<file path="src/rtl/alarm_disp_pkg.sv">
// Shared types, constants and glyph table for the alarm panel 7-segment scan logic.
// Latency: n/a (declarations only).
// Backpressure: n/a.
package alarm_disp_pkg;

    typedef enum logic {ST_BLANK, ST_DRIVE} scan_state_e;

    localparam logic [6:0] SEG_BLANK = 7'h7F;
    localparam logic [3:0] AN_OFF    = 4'hF;

    typedef struct packed {
        logic [15:0] digits;
        logic [3:0]  en;
        logic [3:0]  blink;
    } snap_t;

    // Glyphs are {a,b,c,d,e,f,g}, active-low; b and d are lowercase forms.
    function automatic logic [6:0] hex_glyph(input logic [3:0] nib);
        logic [6:0] g;
        case (nib)
            4'h0: g = 7'b0000001;
            4'h1: g = 7'b1001111;
            4'h2: g = 7'b0010010;
            4'h3: g = 7'b0000110;
            4'h4: g = 7'b1001100;
            4'h5: g = 7'b0100100;
            4'h6: g = 7'b0100000;
            4'h7: g = 7'b0001111;
            4'h8: g = 7'b0000000;
            4'h9: g = 7'b0000100;
            4'hA: g = 7'b0001000;
            4'hB: g = 7'b1100000;
            4'hC: g = 7'b0110001;
            4'hD: g = 7'b1000010;
            4'hE: g = 7'b0110000;
            default: g = 7'b0111000;
        endcase
        return g;
    endfunction

endpackage

</file>
<file path="src/rtl/hex_to_seg.sv">
// Nibble to active-low 7-segment glyph decoder.
// Latency: combinational, 0 cycles.
// Backpressure: none.
module hex_to_seg
    import alarm_disp_pkg::*;
(
    input  logic [3:0] nibble,
    output logic [6:0] glyph
);

    assign glyph = hex_glyph(nibble);

endmodule

</file>
<file path="src/rtl/seg_scan_ctrl.sv">
// 4-digit common-anode scan controller: per-frame input snapshot, ghost blanking, blink masking.
// Latency: seg/an registered, 1 cycle after the internal scan state; frame_tick 1 cycle after snapshot.
// Backpressure: none; free-running scan, inputs sampled once per frame only.
module seg_scan_ctrl
    import alarm_disp_pkg::*;
#(
    parameter int REFRESH_DIV  = 100000,
    parameter int BLANK_CYCLES = 1000,
    parameter int BLINK_DIV    = 25000000
) (
    input  logic        clk,
    input  logic        reset,
    input  logic [15:0] digits,
    input  logic [3:0]  digit_en,
    input  logic [3:0]  blink_en,
    output logic [6:0]  seg,
    output logic [3:0]  an,
    output logic        frame_tick
);

    localparam int SLOT_W  = (REFRESH_DIV > 1) ? $clog2(REFRESH_DIV) : 1;
    localparam int BLINK_W = (BLINK_DIV > 1) ? $clog2(BLINK_DIV) : 1;

    localparam logic [SLOT_W-1:0]  SLOT_LAST      = SLOT_W'(REFRESH_DIV - 1);
    localparam logic [SLOT_W-1:0]  SLOT_PRE_DRIVE = SLOT_W'(BLANK_CYCLES - 1);
    localparam logic [BLINK_W-1:0] BLINK_LAST     = BLINK_W'(BLINK_DIV - 1);

    logic [SLOT_W-1:0]  slot_cnt;
    logic [BLINK_W-1:0] blink_cnt;
    logic [1:0]         idx;
    logic               blink_phase;
    snap_t              snap;
    scan_state_e        state, state_nx;

    logic       slot_wrap;
    logic       frame_start;
    logic       visible;
    logic [3:0] cur_nibble;
    logic [6:0] cur_glyph;
    logic [6:0] seg_nx;
    logic [3:0] an_nx;

    assign slot_wrap   = (slot_cnt == SLOT_LAST);
    assign frame_start = (idx == 2'd0) && (slot_cnt == '0);
    assign cur_nibble  = snap.digits[{idx, 2'b00} +: 4];

    hex_to_seg u_hex_to_seg (
        .nibble (cur_nibble),
        .glyph  (cur_glyph)
    );

    always_ff @(posedge clk) begin
        if (reset) begin
            state <= ST_BLANK;
        end else begin
            state <= state_nx;
        end
    end

    // State tracks slot_cnt: it enters DRIVE together with slot_cnt reaching BLANK_CYCLES.
    always_comb begin
        state_nx = state;
        unique case (state)
            ST_BLANK: if (slot_cnt == SLOT_PRE_DRIVE) state_nx = ST_DRIVE;
            ST_DRIVE: if (slot_wrap)                  state_nx = ST_BLANK;
        endcase
    end

    always_comb begin
        visible = snap.en[idx] && !(snap.blink[idx] && blink_phase);
        seg_nx  = SEG_BLANK;
        an_nx   = AN_OFF;
        if (state == ST_DRIVE && visible) begin
            an_nx  = ~(4'b0001 << idx);
            seg_nx = cur_glyph;
        end
    end

    always_ff @(posedge clk) begin
        if (reset) begin
            slot_cnt    <= '0;
            idx         <= 2'd0;
            blink_cnt   <= '0;
            blink_phase <= 1'b0;
            snap        <= '0;
            frame_tick  <= 1'b0;
            seg         <= SEG_BLANK;
            an          <= AN_OFF;
        end else begin
            if (slot_wrap) begin
                slot_cnt <= '0;
                idx      <= idx + 2'd1;
            end else begin
                slot_cnt <= slot_cnt + 1'b1;
            end

            if (blink_cnt == BLINK_LAST) begin
                blink_cnt   <= '0;
                blink_phase <= ~blink_phase;
            end else begin
                blink_cnt <= blink_cnt + 1'b1;
            end

            // Snapshot only at frame start so a frame never mixes old and new digits.
            if (frame_start) begin
                snap <= '{digits: digits, en: digit_en, blink: blink_en};
            end
            frame_tick <= frame_start;

            seg <= seg_nx;
            an  <= an_nx;
        end
    end

endmodule

</file>
<file path="config.mk">
export PLATFORM = sky130hd
export DESIGN_NAME = seg_scan_ctrl
export DESIGN_NICKNAME = d
export VERILOG_FILES = /design/src/rtl/alarm_disp_pkg.sv /design/src/rtl/hex_to_seg.sv /design/src/rtl/seg_scan_ctrl.sv
export SDC_FILE = /design/constraint.sdc
export NUM_CORES = 1
export LEC_CHECK = 0
export CORE_ASPECT_RATIO = 2
export CORE_MARGIN = 5
export CORE_UTILIZATION = 57
export CTS_CLUSTER_SIZE = 14
export DETAILED_ROUTE_END_ITERATION = 16
export GPL_TIMING_DRIVEN = 0
export MAX_ROUTING_LAYER = met4
export PLACE_DENSITY = 0.92
export SLEW_MARGIN = 20
export SYNTH_ARGS = -nofsm -noshare
export SYNTH_HDL_FRONTEND = slang
export SYNTH_HIERARCHICAL = 1
export SYNTH_SLANG_ARGS = --single-unit
</file>
<file path="constraint.sdc">
create_clock -name clk -period 3.2 [get_ports clk]
set_clock_uncertainty 0.2 [all_clocks]
set_input_delay 0.96 -clock clk [delete_from_list [all_inputs] [get_ports clk]]
set_output_delay 0.96 -clock clk [all_outputs]
set_load 0.005 [all_outputs]
</file>
==> results of run 1 <==
-- layout make-up --
type	instances	area [µm²]	share of cell area (%)
buffer	24	105	2.28
clock inverter	6	57.6	1.25
inverter	15	56.3	1.22
clock buffer	10	229	4.96
tap	88	110	2.39
multi-input combinational	316	2050	44.5
timing repair buffer	36	360	7.81
sequential	82	1640	35.6
-- cell usage after synthesis (all sizes together), types with 2 or more instances --
| cell | count | area (µm²) |
|---|---|---|
| or3 | 6 | 37.5 |
| and2 | 2 | 12.5 |
| nor2 | 42 | 158 |
| xnor2 | 18 | 158 |
| buf | 5 | 33.8 |
| xor2 | 9 | 78.8 |
| o21ai | 33 | 165 |
| mux2i | 8 | 80.1 |
| nand2b | 2 | 12.5 |
| nand4 | 12 | 75.1 |
| or4 | 11 | 90.1 |
| nor3 | 9 | 45.0 |
| a211oi | 2 | 15.0 |
| mux4 | 5 | 113 |
| and4 | 4 | 35.0 |
| dfxtp | 82 | 1640 |
| mux2 | 2 | 22.5 |
| nand3 | 41 | 205 |
| a21oi | 40 | 200 |
| ha | 15 | 188 |
| or2 | 8 | 50.1 |
| nor4 | 9 | 56.3 |
| o211ai | 5 | 37.5 |
| nand2 | 14 | 52.6 |
| inv | 15 | 56.3 |
| clkbuf | 19 | 71.3 |
| o21bai | 2 | 26.3 |
| o31ai | 8 | 60.1 |
-- worst register-to-register path, stage by stage (launching register included) --
cell and delay, ns:
dfxtp_1 0.39, buf_2 0.32, mux4_2 0.65, inv_1 0.22, ha_1 0.17, inv_1 0.05, mux4_2 0.46, or2_2 0.30
-- stage by stage --
step | cells | util, %
after floorplan | 437 | -
after global placement | 561 | 65.4
after detailed placement | 561 | 65.4
after CTS | 577 | 69.7
after global routing | 577 | 69.7
final | 577 | 69.7
-- cell usage in the layout (no fill, tap or decap), drive strengths merged, types with 6 or more instances in the layout --
cell type and instances:
a21oi 40, clkbuf 29, clkdlybuf4s50 36, dfxtp 82
ha 15, inv 15, mux2i 8, nand2 14
nand3 41, nand4 12, nor2 42, nor3 9
nor4 9, o21ai 33, o31ai 8, or2 8
or3 6, or4 11, xnor2 18, xor2 9
-- kinds of logic (layout without fill, tap and decap cells) --
logic type	Yosys count	after routing	share of synthesized area [%]
and+or+nand+nor	167	167	23.1
AOI/OAI and AO/OA	92	92	13.6
DFF	82	82	42.6
buffers and inverters	39	91	4.18
xor gates and xnor gates	27	27	6.13
adders and majority gates	15	15	4.87
muxes	15	15	5.58
-- per-layer routing --
layer	up-vias	part of all wire, %	track usage (%)
met1	1716	34	25.3
met3	46	4.7	5.66
met2	148	56	45.7
li1	1673	-	-
met4	0	5.0	16.1
met5	-	0	-
-- flip-flops by register name (all words and copies together) (netlist names) --
name and count:
state 1, idx 2, frame_tick 1, blink_cnt 25, blink_phase 1, slot_cnt 17
snap 24, an 4, seg 7
-- worst max-delay path by stage --
stage / end / slack, ns / depth (start not counted)
floorplan: seg[3] / 0.66 / 7
global placement: seg[3] / 0.46 / 7
detailed placement: seg[3] / 0.40 / 7
CTS: seg[3] / 0.36 / 7
global route: seg[0] / 0.20 / 5
finish: seg[3] / 0.32 / 7
-- power by group through the flow --
stage,combinational [mW],sequential (mW),clock (mW)
final,0.230,1.08,0.997
after global routing,0.253,1.08,1.06
after CTS,0.226,1.08,1.01
after detailed placement,0.221,1.10,0
after global placement,0.207,1.10,0
after floorplan,0.145,1.09,0
==> run summary, run 1 <==
Run status
• outcome: completed

Finish
• share of cells above drive strength 1: 7.98%
• number of nets in the finished design: 525
• final-layout fill cell count: 509
• total inserted antenna cells: 0
• area grow syn2layout: 19.6%
• final non-filler cell area: 4610 µm²

Drt
• detail-routed net length per standard cell: 17.6 µm
• routed via count: 3583
• post-DR vias/cell: 6.21
• count of TritonRoute iterations in the first routing pass: 5
• Initial DRC Count: 206
• remaining number of nets flagged by the antenna check after routing: 0
• wire length after detailed routing: 10200 µm
• Post-route DRC: 0

Hold path
• worst-case hold path end point: blink_cnt[0]
• Min-Delay Path Class: reg2reg
• Hold Path Depth: 1
• critical hold path startpoint: blink_cnt[0]

Setup path
• depth of the most critical reg-to-reg path: 7
• kind of launch point of the worst setup path: flop
• buffers and inverters on the worst path: 3
• classification of the worst setup path: reg2reg
• reg-to-reg startpoint: idx[0]
• critical path fanouts, max: 10
• capture point of the worst reg-to-reg path: seg[3]
• worst endpoint data arrival time: 2.91 ns
• Crit. End Element: flop
• gate family responsible for the most delay along the worst path: multiplexers
• worst setup path startpoint: idx[0]
• maximum single-stage delay on the critical path: 0.65 ns
• CP cell instances: buf_2 > mux4_2 > inv_1 > ha_1 > inv_1 > mux4_2 > or2_2
• minimum setup slack among reg-to-reg paths: 0.32 ns
• data required time at the worst endpoint: 3.22 ns
• Slowest cell on crit path: mux4_2

Synthesis
• number of distinct library cells after synthesis: 43
• sequential share of the synthesized area: 42.6%
• number of synthesized flops with an enable pin: 0
• nets in the synthesized netlist: 478
• flip-flop and latch count after synthesis: 82
• mean instance size in the synthesized netlist: 8.83 µm²
• most used flip-flop cell after synthesis: dfxtp_1
• Post-synth ARST share: 0%
• Synth Instances: 437
• YS warnings: 6
• Mapped Area: 3860 µm²

Placement
• Port-buffer cells: 36
• post-detailed-placement half-perimeter wirelength: 7350 µm
• standard cell area after detailed placement: 4330 µm²
• placer congestion estimate: 0.918
• worst setup slack before clock tree synthesis: 0.397 ns

Clock network
• number of buffers inserted by hold repair at cts: 0
• buffer levels on the longest clock path: 2
• H-tree level count: 3
• CTS Buf Count: 9
• Reg clk slew, reported paths: 0.06 ns
• sink count of the clock tree: 82
• number of cells upsized or downsized after cts: 0
• TritonCTS clock tree: done
• post-CTS setup buffer count: 0
• clock latency on the worst-skew pair: 0.34 ns
• CTS Root Buffer Type: clkbuf_16

Pwr
• part of the power in combinational logic: 10.0%
• Static Leakage: 1.55 nW
• switching share of power: 23.9%
• Flop pwr share: 46.8%
• reported net switching power: 0.551 mW
• clock power share: 43.2%
• power density relative to cell area: 500 nW/µm²
• internal power: 1.76 mW
• VDD IR-drop max: 0.000367 V
• Tot Pwr: 2.31 mW

STA
• Max transition margin: 46.1%
• Final period util: 90.1%
• final-report max-slew violation count: 0
• upper clock frequency limit: 347 MHz
• setup total negative slack: 0 ns
• Tmin final: 2.88 ns
• setup slack after layout: 0.318 ns
• final-report hold violation count: 0
• Min Hold Slack: 0.264 ns
• setup repair after global routing missed its margin: no
• actual transition at the worst max-transition pin: 0.799 ns
• count of endpoints failing setup in the final report: 0

Floorplan
• ports placed on the boundary: 38
• Vert. Die Dim: 126 µm
• Core Rows: 42
• effective utilization at floorplan: 58.3%
• width of the chip: 68.2 µm
• die outline area: 8610 µm²
• standard cell core area: 6620 µm²

Job
• MaxCap Viol Count: 0

GRT
• first-pass GRT wire length: 16800 µm
• antenna violations before repair: 0
• number of global-route vias before repair: 3705
• GRT overflow: 0
• maximum number of pins on one net before global-route repair: 14
• total routing usage reported by global routing: 26.4%

Power figures use the tool's default switching activity.
==> run 2, diff against run 1 <==
--- a/config.mk
+++ b/config.mk
@@ -7,12 +7,12 @@
 export LEC_CHECK = 0
 export CORE_ASPECT_RATIO = 2
 export CORE_MARGIN = 5
-export CORE_UTILIZATION = 57
+export CORE_UTILIZATION = 51
 export CTS_CLUSTER_SIZE = 14
 export DETAILED_ROUTE_END_ITERATION = 16
 export GPL_TIMING_DRIVEN = 0
 export MAX_ROUTING_LAYER = met4
-export PLACE_DENSITY = 0.92
+export PLACE_DENSITY = 0.73
 export SLEW_MARGIN = 20
 export SYNTH_ARGS = -nofsm -noshare
 export SYNTH_HDL_FRONTEND = slang
==> constraint.sdc (replaced) <==
create_clock -name clk -period 2.52 [get_ports clk]
set_clock_uncertainty 0.2 [all_clocks]
set_input_delay 0.756 -clock clk [delete_from_list [all_inputs] [get_ports clk]]
set_output_delay 0.756 -clock clk [all_outputs]
set_load 0.005 [all_outputs]
==> run 2 against run 1 <==
Against the previous run: via count down 8.5%; first-iteration DRC count is 3.9% higher; sequential share of layout area down 0.36 points; global-route usage down 7.4 points; total power increased by 23%; die area is 10% higher; wire length is 19% lower; utilization fell by 7.4 points; flip-flop and latch count is the same; clock power up 18%; critical endpoint unchanged.
==> run summary, run 2 (synthesis results as in run 1) <==
GRT
• GRT overflow: 0
• maximum number of pins on one net before global-route repair: 12
• number of global-route vias before repair: 3080
• first-pass GRT wire length: 14200 µm
• total routing usage reported by global routing: 19.0%
• antenna violations before repair: 0

Clock network
• Reg clk slew, reported paths: 0.05 ns
• clock latency on the worst-skew pair: 0.33 ns
• buffer levels on the longest clock path: 2
• H-tree level count: 3
• TritonCTS clock tree: done
• CTS Buf Count: 9
• sink count of the clock tree: 82
• CTS Root Buffer Type: clkbuf_16

STA
• upper clock frequency limit: 412 MHz
• Max transition margin: 63.3%
• Final period util: 96.4%
• Tmin final: 2.43 ns
• final-report hold violation count: 0
• count of endpoints failing setup in the final report: 0
• final-report max-slew violation count: 0
• Min Hold Slack: 0.267 ns
• setup repair after global routing missed its margin: no
• actual transition at the worst max-transition pin: 0.545 ns

Placement
• post-detailed-placement half-perimeter wirelength: 5790 µm
• Port-buffer cells: 36
• placer congestion estimate: 0.868

Setup path
• classification of the worst setup path: reg2reg
• Crit. End Element: flop
• data required time at the worst endpoint: 2.54 ns
• gate family responsible for the most delay along the worst path: multiplexers
• most prevalent standard cell on the critical path: mux4_2
• number of logic stages on the critical path including buffering: 7
• Slowest cell on crit path: mux4_2
• maximum single-stage delay on the critical path: 0.58 ns
• buffers and inverters on the worst path: 3
• CP cell instances: buf_8 > mux4_2 > inv_2 > ha_1 > inv_1 > mux4_2 > or2_2
• critical path fanouts, max: 8
• kind of launch point of the worst setup path: flop
• depth of the most critical reg-to-reg path: 7
• worst endpoint data arrival time: 2.45 ns

Finish
• area grow syn2layout: 21.0%
• commonest non-fill, non-tap cell in the layout: dfxtp_1
• share of cells above drive strength 1: 9.96%
• number of nets in the finished design: 531
• Top reg by flops: blink_cnt
• flip-flop count of the largest register after layout: 25
• total inserted antenna cells: 0
• largest registers: blink_cnt x25, snap x24, slot_cnt x17
• highest-count cells in the layout ignoring fill and taps: 81 x dfxtp_1, 41 x nand3_1, 41 x nor2_1

Drt
• post-DR vias/cell: 5.60
• remaining number of nets flagged by the antenna check after routing: 0
• count of TritonRoute iterations in the first routing pass: 4
• routed via count: 3279
• Initial DRC Count: 214
• Post-route DRC: 0
• detail-routed net length per standard cell: 14.1 µm
• wire length after detailed routing: 8260 µm

Floorplan
• width of the chip: 71.5 µm
• ports placed on the boundary: 38
• standard cell core area: 7490 µm²
• die outline area: 9510 µm²
• Vert. Die Dim: 133 µm
• Core Rows: 45
• effective utilization at floorplan: 51.5%

Pwr
• part of the power in combinational logic: 10.0%
• Flop pwr share: 48.4%
• Static Leakage: 1.58 nW
• switching share of power: 22.8%
• power density relative to cell area: 606 nW/µm²
• clock power share: 41.6%
• internal power: 2.18 mW
• VDD IR-drop max: 0.000474 V
• Tot Pwr: 2.83 mW
• reported net switching power: 0.644 mW

Job
• MaxCap Viol Count: 0

Run status
• outcome: completed

Hold path
• Min-Delay Path Class: reg2reg
• Hold Path Depth: 1

## run 2: routing by layer
| metal | vias to the layer above | wire [µm] | GRT usage (%) |
|---|---|---|---|
| met3 | 9 | 431 | 4.56 |
| met2 | 82 | 3690 | 26.6 |
| met5 | - | 0 | - |
| li1 | 1675 | - | - |
| met1 | 1513 | 4010 | 26.4 |
| met4 | 0 | 123 | 6.90 |
## run 2: what timing repair did
item / CTS / global route
hold endpoints to repair: 0 / 0
resized for setup: 4 / 8
gates cloned: 0 / 0
hold buffers: 0 / 0
endpoints found under the setup margin: 2 / 40
buffers inserted: 2 / 5
## run 2: layout make-up
cell class	instances	area, µm²
Fill cell	645	2820
Timing Repair Buffer	43	413
Tap cell	94	118
Clock buffer	13	260
Buffer	23	116
Inverter	15	56.3
Sequential cell	82	1640
Multi-Input combinational cell	316	2060
## run 2: final timing paths
path	from	endpoint	slack [ns]
setup / recovery	idx[0]	seg[3]	0.09
hold / removal	blink_cnt[0]	blink_cnt[0]	0.27
setup reg to reg	idx[0]	seg[3]	0.09
hold reg to reg	blink_cnt[0]	blink_cnt[0]	0.27
## run 2: metrics by stage
step | std cells | setup TNS, ns | instance area, µm² | setup slack [ns] | utilization (%)
after global routing | 586 | 0 | 4670 | 0.00338 | 62.3
after floorplan | 437 | 0 | 3860 | 0.0416 | -
after global placement | 567 | -0.163 | 4340 | -0.116 | 57.9
final | 586 | 0 | 4670 | 0.0912 | 62.3
after CTS | 582 | 0 | 4620 | 0.0275 | 61.7
after detailed placement | 567 | -0.254 | 4340 | -0.159 | 57.9
## run 2: power groups by stage
| stage | Sequential [mW] | Combinational (mW) | Clock [mW] |
|---|---|---|---|
| 2_1_floorplan | 1.39 | 0.184 | 0 |
| 3_3_place_gp | 1.39 | 0.265 | 0 |
| 3_5_place_dp | 1.39 | 0.269 | 0 |
| 4_1_cts | 1.37 | 0.277 | 1.20 |
| 5_1_grt | 1.37 | 0.322 | 1.25 |
| 6_report | 1.37 | 0.284 | 1.18 |
